===== config.mk =====
export PLATFORM = sky130hd
export DESIGN_NAME = lif_neuron
export DESIGN_NICKNAME = d
export VERILOG_FILES = /design/src/rtl/snn_pkg.sv /design/src/rtl/snn_input_adder.sv /design/src/rtl/lif_neuron.sv
export SDC_FILE = /design/constraint.sdc
export NUM_CORES = 1
export LEC_CHECK = 0
export ABC_AREA = 1
export BUFFER_PORTS_ARGS = -buffer_cell sky130_fd_sc_hd__clkbuf_2
export CORE_ASPECT_RATIO = 0.75
export CORE_MARGIN = 2
export CORE_UTILIZATION = 45
export DETAILED_ROUTE_END_ITERATION = 10
export GPL_TIMING_DRIVEN = 1
export PLACE_DENSITY_LB_ADDON = 0.05
export SLEW_MARGIN = 30
export SYNTH_ARGS = -nofsm -noshare
export SYNTH_HDL_FRONTEND = slang
export SYNTH_HIERARCHICAL = 1
export SYNTH_SLANG_ARGS = --single-unit

===== constraint.sdc =====
create_clock -name i_clk -period 2.3 [get_ports i_clk]
set_clock_uncertainty 0.1 [all_clocks]
set_input_delay 0.115 -clock i_clk [delete_from_list [all_inputs] [get_ports i_clk]]
set_output_delay 0.115 -clock i_clk [all_outputs]
set_load 0.03 [all_outputs]

===== src/rtl/snn_pkg.sv =====
// Shared types and helpers for the SNN datapath: LIF state encoding,
// a saturating unsigned adder and counter-width helper.
package snn_pkg;

  typedef enum logic {
    INTEG   = 1'b0,
    REFRACT = 1'b1
  } lif_state_t;

  // Widest operand sat_add supports; callers truncate the result to their width.
  localparam int unsigned SNN_MAX_W = 32;

  // Width of a down-counter that must hold the value n (never narrower than 1).
  function automatic int snn_cnt_w(input int unsigned n);
    return (n == 0) ? 1 : $clog2(n + 1);
  endfunction

  // Unsigned a + b clamped to 2^w - 1, for any w in 1..SNN_MAX_W.
  function automatic logic [SNN_MAX_W-1:0] sat_add(input logic [SNN_MAX_W-1:0] a,
                                                    input logic [SNN_MAX_W-1:0] b,
                                                    input int unsigned          w);
    logic [SNN_MAX_W:0] s;
    logic [SNN_MAX_W:0] lim;
    s   = {1'b0, a} + {1'b0, b};
    lim = {(SNN_MAX_W + 1){1'b1}} >> (SNN_MAX_W + 1 - w);
    return SNN_MAX_W'((s > lim) ? lim : s);
  endfunction

endpackage


===== src/rtl/snn_input_adder.sv =====
// Combinational N_IN-way unsigned adder; the result is exact at full width
// and never overflows.
module snn_input_adder #(
  parameter int N_IN   = 3,
  parameter int DATA_W = 8,
  parameter int SUM_W  = DATA_W + $clog2(N_IN)
) (
  input  logic [N_IN*DATA_W-1:0] i_data,
  output logic [SUM_W-1:0]       o_sum
);

  always_comb begin
    o_sum = '0;
    for (int k = 0; k < N_IN; k++) begin
      o_sum = o_sum + SUM_W'(i_data[k*DATA_W +: DATA_W]);
    end
  end

endmodule


===== src/rtl/lif_neuron.sv =====
// Leaky integrate-and-fire neuron with saturating membrane and refractory hold-off.
// Leak is compiled in only when LIF_LEAK_EN is defined.
//
// state   | meaning
// INTEG   | accumulating inputs into v; fires when v reaches THRESHOLD
// REFRACT | v held at 0, inputs discarded until the counter reaches 0
module lif_neuron
  import snn_pkg::*;
#(
  parameter int N_IN          = 3,
  parameter int DATA_W        = 8,
  parameter int V_W           = 12,
  parameter int THRESHOLD     = 100,
  parameter int REFRACT_STEPS = 2,
  parameter int LEAK_SHIFT    = 3
) (
  input  logic                   i_clk,
  input  logic                   i_rstn,
  input  logic                   i_valid,
  input  logic [N_IN*DATA_W-1:0] i_data,
  input  logic                   i_clear,
  output logic                   o_valid,
  output logic                   o_spike,
  output logic [V_W-1:0]         o_vmem,
  output logic                   o_refractory
);

  localparam int               SUM_W    = DATA_W + $clog2(N_IN);
  localparam int               CNT_W    = snn_cnt_w(REFRACT_STEPS);
  localparam logic [V_W-1:0]   THR      = V_W'(THRESHOLD);
  localparam logic [CNT_W-1:0] CNT_INIT = CNT_W'(REFRACT_STEPS);

  if (V_W > SNN_MAX_W || V_W < SUM_W || THRESHOLD < 1 || (THRESHOLD >> V_W) != 0 ||
      REFRACT_STEPS < 0 || LEAK_SHIFT < 1 || LEAK_SHIFT >= V_W) begin : g_bad_cfg
    $error("lif_neuron: illegal parameter combination");
  end

  logic [SUM_W-1:0] sum;
  logic [V_W-1:0]   vl;
  logic [V_W-1:0]   vn;

  lif_state_t       state_q, state_d;
  logic [V_W-1:0]   v_q, v_d;
  logic [CNT_W-1:0] cnt_q, cnt_d;
  logic             valid_q, valid_d;
  logic             spike_q, spike_d;

  snn_input_adder #(
    .N_IN   (N_IN),
    .DATA_W (DATA_W),
    .SUM_W  (SUM_W)
  ) u_adder (
    .i_data (i_data),
    .o_sum  (sum)
  );

  always_comb begin
    state_d = state_q;
    v_d     = v_q;
    cnt_d   = cnt_q;
    valid_d = 1'b0;
    spike_d = 1'b0;
`ifdef LIF_LEAK_EN
    vl = v_q - (v_q >> LEAK_SHIFT);
`else
    vl = v_q;
`endif
    vn = V_W'(sat_add(SNN_MAX_W'(vl), SNN_MAX_W'(sum), V_W));

    if (i_clear) begin
      state_d = INTEG;
      v_d     = '0;
      cnt_d   = '0;
    end else if (i_valid) begin
      valid_d = 1'b1;
      if (state_q == INTEG) begin
        if (vn >= THR) begin
          spike_d = 1'b1;
          v_d     = '0;
          cnt_d   = CNT_INIT;
          state_d = (REFRACT_STEPS > 0) ? REFRACT : INTEG;
        end else begin
          v_d = vn;
        end
      end else begin
        // Counter is nonzero on entry to REFRACT; leave when this step empties it.
        v_d   = '0;
        cnt_d = cnt_q - CNT_W'(1);
        if (cnt_q == CNT_W'(1)) state_d = INTEG;
      end
    end
  end

  always_ff @(posedge i_clk or negedge i_rstn) begin
    if (!i_rstn) begin
      state_q <= INTEG;
      v_q     <= '0;
      cnt_q   <= '0;
      valid_q <= 1'b0;
      spike_q <= 1'b0;
    end else begin
      state_q <= state_d;
      v_q     <= v_d;
      cnt_q   <= cnt_d;
      valid_q <= valid_d;
      spike_q <= spike_d;
    end
  end

  assign o_valid      = valid_q;
  assign o_spike      = spike_q;
  assign o_vmem       = v_q;
  assign o_refractory = (state_q == REFRACT);

endmodule


# Yosys cells after proc, flatten, opt, wreduce, memory -nomap -nowiden
# Index checks and enable logic that the tools add are counted.
dict set report totals {
  latchBits 0
  mem_count 0
  input_bits 28
  output_inout_bits 15
  register_bits 17
  word_cells 34
  mem_bits_rw 0
  rom_bits 0
}
dict set report op_classes {
  n_shift 0
  n_reduce_logical 3
  n_bitwise 0
  add_sub_neg 4
  eq_ne 1
  div 0
  n_mux 19
  order_cmp 2
  mul 0
}
# op count
set ops {}
lappend ops {{2-to-1 mux 12 bit} 5}
lappend ops {{adder 12 x 10 -> 13 bit} 1}
lappend ops {{> comparator 13 x 12 -> 1 bit, second input constant} 1}
lappend ops {{>= comparator 12 x 7 -> 1 bit, second input constant} 1}
lappend ops {{adder 10 x 8 -> 10 bit} 1}
lappend ops {{2-to-1 mux 1 bit} 10}
lappend ops {{adder 8 x 8 -> 9 bit} 1}
lappend ops {{2-to-1 mux 2 bit} 4}
lappend ops {{nonzero test 3 bit} 1}
lappend ops {{== test 2 x 1 -> 1 bit, second input constant} 1}
lappend ops {{AND reduction 2 bit} 1}
lappend ops {{nonzero test 2 bit} 1}
lappend ops {{subtractor 2 x 1 -> 2 bit, second input constant} 1}

# Depth between registers and ports, before layout
dict set report depth {
  depth_word 10
  ltp_mapped 27
  depth_no_buf 27
}

# Cells and area by module
# Netlist, hierarchy kept.
# module area_each_um2 seq_area_each_um2 n_inst cells_each
set modules_own_cells {}
lappend modules_own_cells {lif_neuron 1495.2 425.4 1 243}
lappend modules_own_cells {snn_input_adder 549.3 0.0 1 73}

# Worst setup path before layout
# No wires, ideal clock.
dict set report synth_path {
  path_kind {input-to-reg}
  start {input port i_data[1]}
  end {register state_q, in the netlist o_refractory}
  stages 22
  t_required_ps 2083
  t_arrival_ps 2951
  n_path_buf 0
  slack_ps -868
  setup_ps 117
  cell_sequence {fa_1 ha_1 fa_1 nand2_1 nand2_2 nand3b_4 nand2_2 nand2_1 nand2_1 ha_1 nand2_1 inv_1 nand2_1 nand2_1 nand2_1 nand2_1 nor2_4 nand3_1 nor3_1 nand3_1 nand2_1 nand2_1}
}
dict set report synth_via {
  elab_chain_len 10
}
# item line_no
set synth_rtl {}
lappend synth_rtl {{start, declared} lif_neuron.sv:20} ;# input logic [N_IN*DATA_W-1:0] i_data,
lappend synth_rtl {{adder 8 x 8 -> 9 bit (*)} snn_input_adder.sv:15} ;# o_sum = o_sum + SUM_W'(i_data[k*DATA_W +: DATA_W]);
lappend synth_rtl {{adder 10 x 8 -> 10 bit (*)} snn_input_adder.sv:15}
lappend synth_rtl {{named net sum[7]} lif_neuron.sv:38} ;# logic [SUM_W-1:0] sum;
lappend synth_rtl {{adder 12 x 10 -> 13 bit (*)} snn_pkg.sv:24} ;# s = {1'b0, a} + {1'b0, b};
lappend synth_rtl {{> comparator 13 x 12 -> 1 bit} snn_pkg.sv:26} ;# return SNN_MAX_W'((s > lim) ? lim : s);
lappend synth_rtl {{2-to-1 mux 12 bit (*)} snn_pkg.sv:26}
lappend synth_rtl {{>= comparator 12 x 7 -> 1 bit (*)} lif_neuron.sv:77} ;# if (vn >= THR) begin
lappend synth_rtl {{2-to-1 mux 1 bit (*)} lif_neuron.sv:77}
lappend synth_rtl {{2-to-1 mux 1 bit (*)} lif_neuron.sv:76} ;# if (state_q == INTEG) begin
lappend synth_rtl {{2-to-1 mux 1 bit (*)} lif_neuron.sv:74} ;# end else if (i_valid) begin
lappend synth_rtl {{2-to-1 mux 1 bit (*)} lif_neuron.sv:70} ;# if (i_clear) begin
lappend synth_rtl {{end signal, assigned} lif_neuron.sv:102} ;# state_q <= state_d;
lappend synth_rtl {{end, declared} lif_neuron.sv:42} ;# lif_state_t state_q, state_d;
# Mark *: on every way through the listed nets, which the timed path passes. The rest lies on a longest branch. The select of a mux whose other input is x is not followed.
# A chain may end at the register's enable or synchronous reset.

# Worst setup path after layout
dict set report layout_path {
  start {input port i_data[17]}
  end {register cnt_q[0]}
}
dict set report layout_via {
  elab_chain_len 7
}
# item line_no
set layout_rtl {}
lappend layout_rtl {{adder 10 x 8 -> 10 bit (*)} snn_input_adder.sv:15}
lappend layout_rtl {{named net sum[8]} lif_neuron.sv:38}
lappend layout_rtl {{adder 12 x 10 -> 13 bit (*)} snn_pkg.sv:24}
lappend layout_rtl {{> comparator 13 x 12 -> 1 bit} snn_pkg.sv:26}
lappend layout_rtl {{2-to-1 mux 12 bit (*)} snn_pkg.sv:26}
lappend layout_rtl {{>= comparator 12 x 7 -> 1 bit (*)} lif_neuron.sv:77}
lappend layout_rtl {{nonzero test 3 bit (no line) (*)} --}
lappend layout_rtl {{AND reduction 2 bit (no line) (*)} --}
lappend layout_rtl {{end signal, assigned} lif_neuron.sv:104} ;# cnt_q <= cnt_d;
lappend layout_rtl {{end, declared} lif_neuron.sv:44} ;# logic [CNT_W-1:0] cnt_q, cnt_d;
# Mark *: on every way through the listed nets, which the timed path passes. The rest lies on a longest branch.

==> impl_metrics.tcl <==
set metrics [dict create \
    gp_congestion 0.806 \
    syn_nets 372 \
    worst-r2r-setup-slack_ns -0.11 \
    antenna_found_initial 0 \
    cts_root_buf "clkbuf_8" \
    ys_ff_latch 17 \
    finalSetupViolations 11 \
    diodes 0 \
    critPathMaxFanout 5 \
    min_path_type "in2async" \
    rsz0062_at_grt "yes" \
    syn_avg_cell_area_sq_um 6.47 \
    dieWidth_um 81.8 \
    post-route-worst-setup-slack_ns -0.889 \
    async_flop_share 1.00 \
    setup_tns_ns -9.13 \
    crit_arrival_ns 3.29 \
    grt_pass1_wl_um 9250 \
    timing.hold.ws_ns 0.223 \
    clk_pin_slew_ns 0.06 \
    clk_latency_ns 0.25 \
    synth_edf_count 0 \
    drive_gt1_frac 0.409 \
    synth_ff_type "dfrtp_1" \
    cp.required_ns 2.40 \
    slowest_delay_ns 0.48 \
    cts_tree "yes" \
    synth_cell_type_count 30 \
    wl_per_cell_um 12.6 \
    synth_warnings 6 \
    dp_cells 456 \
    synth-seq-area-share 0.208 \
    cp_top_family "simple AND/OR/NAND/NOR gates" \
    hold_violations 0 \
    r2r-end "cnt_q[0]" \
    start_kind "primary input" \
    synth_top_cell_area_share 0.222 \
    tightest_slew_ns 0.482 \
    cts_sinks 17 \
    cp_common_cell "nand2_1" \
    drt_iter0_drc 197 \
    grt_pass1_vias 2071 \
    dieArea_sq_um 5100 \
    netlist_top_cells_area "nand2_1, dfrtp_1, ha_1" \
    cts_buffers 3 \
    grt_max_degree 18 \
    dpl.hpwl_um 4390 \
    period_share 1.39 \
    track_usage 0.230 \
    p_leak_nw 1.77 \
    cap_violations 0 \
    dr.pass1.iters 4 \
    netlist_area_sq_um 2040 \
    crit_path_top_delay_cell "fa_1" \
    cp-end-kind "flop" \
    synthCells 316 \
    viasPerCell 4.91 \
    wl_um 5990 \
    slew_viol_final 0 \
    overflow 0 \
    max_slew_margin 0.678 \
    die_h_um 62.4 \
    route.detailed.drc 0 \
    nNetsFinal 475 \
    synth.largest_area_cell "nand2_1" \
    cts-htree-levels 1 \
    ios 43 \
    fmax_ghz 0.314 \
    r2r_cells 17 \
    num_vias 2330 \
    status "complete, but fails checks" \
    antenna_left 0 \
    port_buffers 42 \
    cp_cell_sequence "buf_6 > fa_1 > ha_2 > buf_4 > buf_4 > nand3_2 > nand3_4 > nand2_2 > nand2_1 > nand2_1 > nand2_2 > ha_4 > nand2_1 > nand2_1 > a21boi_0 > nand3_1 > nand2_2 > nand3_4 > nor2_4 > nand4_4 > nand2_2 > nand2_1 > nand2_1" \
    stdcell_count 475 \
    cts_buffer_depth 2 \
    place_ws_ns -1.08 \
    path_buf_inv 3 \
    core_area_sq_um 4410 \
    placementRows 21 \
    p_per_area_nw_per_um2 771 \
    path_class "in2reg" \
    peakVddDrop_v 0.000323 \
    finalCriticalPeriod_ns 3.19 \
    initial_core_util 0.463 \
    synthToLayoutAreaGrowth_pct 53.0 \
    fill_cells 384 \
    worst_r2r_startpoint "o_vmem[0]" \
    violations "negative setup slack" \
]
## layer usage
metal / global-route usage / vias up / wire length (um) / part of all wire
li1: - / 1185 / - / -
met1: 0.349 / 1077 / 2820 / 0.47
met2: 0.353 / 64 / 2820 / 0.47
met3: 0.0390 / 4 / 312 / 0.052
met4: 0.0250 / 0 / 36 / 0.0060
met5: 0 / - / 0 / 0
## sequential cells by signal, indices dropped and copies added, names as in the netlist
name,cells
o_vmem,12
cnt_q,2
o_refractory,1
o_spike,1
o_valid,1
## cell usage after synthesis, types with 2 or more instances
library cell	n
fa_1	10
a21oi_2	3
nor2_1	24
a21oi_1	5
nand3_2	2
nand3_1	26
nand3b_1	2
nand2_2	2
ha_1	18
nand2_1	121
a21boi_0	2
o21ai_1	6
nand4_1	3
xor2_1	2
inv_1	59
dfrtp_1	17
## layout by cell type (no fill, tap or decap), types with 3 or more instances in the layout
cell           synthesis  routed
inv_1                 59      55
dlygate4sd3_1          0       3
ha_1                  18      11
fa_1                  10       9
buf_6                  0       5
nor2_1                24      17
nand2_2                2      25
nor2_4                 1       4
nand3_2                2       5
nand3_1               26      20
o21ai_1                6       6
nand2_4                0       5
nor2_2                 1       5
nand2_1              121      93
buf_4                  0      49
dfrtp_1               17      17
clkbuf_2               0      41
clkbuf_8               0       3
inv_2                  1       5
a21oi_2                3       5
ha_4                   0       6
nand3_4                0       3
nand4_1                3       3
## how the worst max path moves through the flow
stage	from	end	cells after the start
4_1_cts	i_data[1]	cnt_q[1]	22
3_5_place_dp	i_data[1]	o_vmem[4]	20
2_1_floorplan	i_data[1]	cnt_q[1]	20
6_report	i_data[17]	cnt_q[0]	23
5_1_grt	i_data[17]	cnt_q[0]	23
3_3_place_gp	i_data[1]	cnt_q[0]	22
## through the flow
step	total power (W)	utilization	cell area [sq um]
after floorplan	0.00121	-	2080
after global placement	0.00176	0.607	2680
after detailed placement	0.00178	0.607	2680
after CTS	0.00211	0.644	2840
after global routing	0.00260	0.709	3130
final	0.00241	0.709	3130
## worst reg2reg max path: stages (launching register included)
cell and delay [ns]:
dfrtp_1 0.35, ha_1 0.19, inv_1 0.06, fa_1 0.37
inv_1 0.10, nand2_1 0.07, nand2_1 0.13, nand3_1 0.12
nand2_1 0.08, nand2_1 0.05, nand2_1 0.07, nor2_2 0.05
nand2_2 0.10, clkinv_2 0.11, nand4_4 0.15, nand2_2 0.07
nand2_1 0.09, nand2_1 0.05
## logic make-up (layout without fill, tap and decap cells)
group / after synthesis / count (layout) / synth area share
adders and majority gates: 28 / 28 / 0.208
DFF: 17 / 17 / 0.208
xor gates and xnor gates: 3 / 3 / 0.0129
and+or+nand+nor: 187 / 188 / 0.401
buffers and inverters: 62 / 163 / 0.114
AOI/OAI and AO/OA: 19 / 19 / 0.0563
## what timing repair did
action | CTS | global route
resized for setup | 13 | 55
hold buffers | 3 | 0
cloned | 1 | 0
setup endpoints to repair | 11 | 11
buffers inserted | 3 | 8
hold endpoints to repair | 19 | 0
pin swaps | 4 | 35
## area by class of cell
cell class	instances	area (sq um)	area share
multi-input cells	238	1700	0.542
repair buffers	98	659	0.211
flip-flops and latches	17	425	0.136
inverters	61	230	0.0736
well taps	57	71.3	0.0228
clock buffers	4	45.0	0.0144
## power by group
group	switching [W]	internal, W
sequential	0.0000332	0.000334
clock	0.000102	0.000123
combinational	0.000984	0.000835
total	0.00112	0.00129
Note: power is estimated with default switching activity, not from simulation.
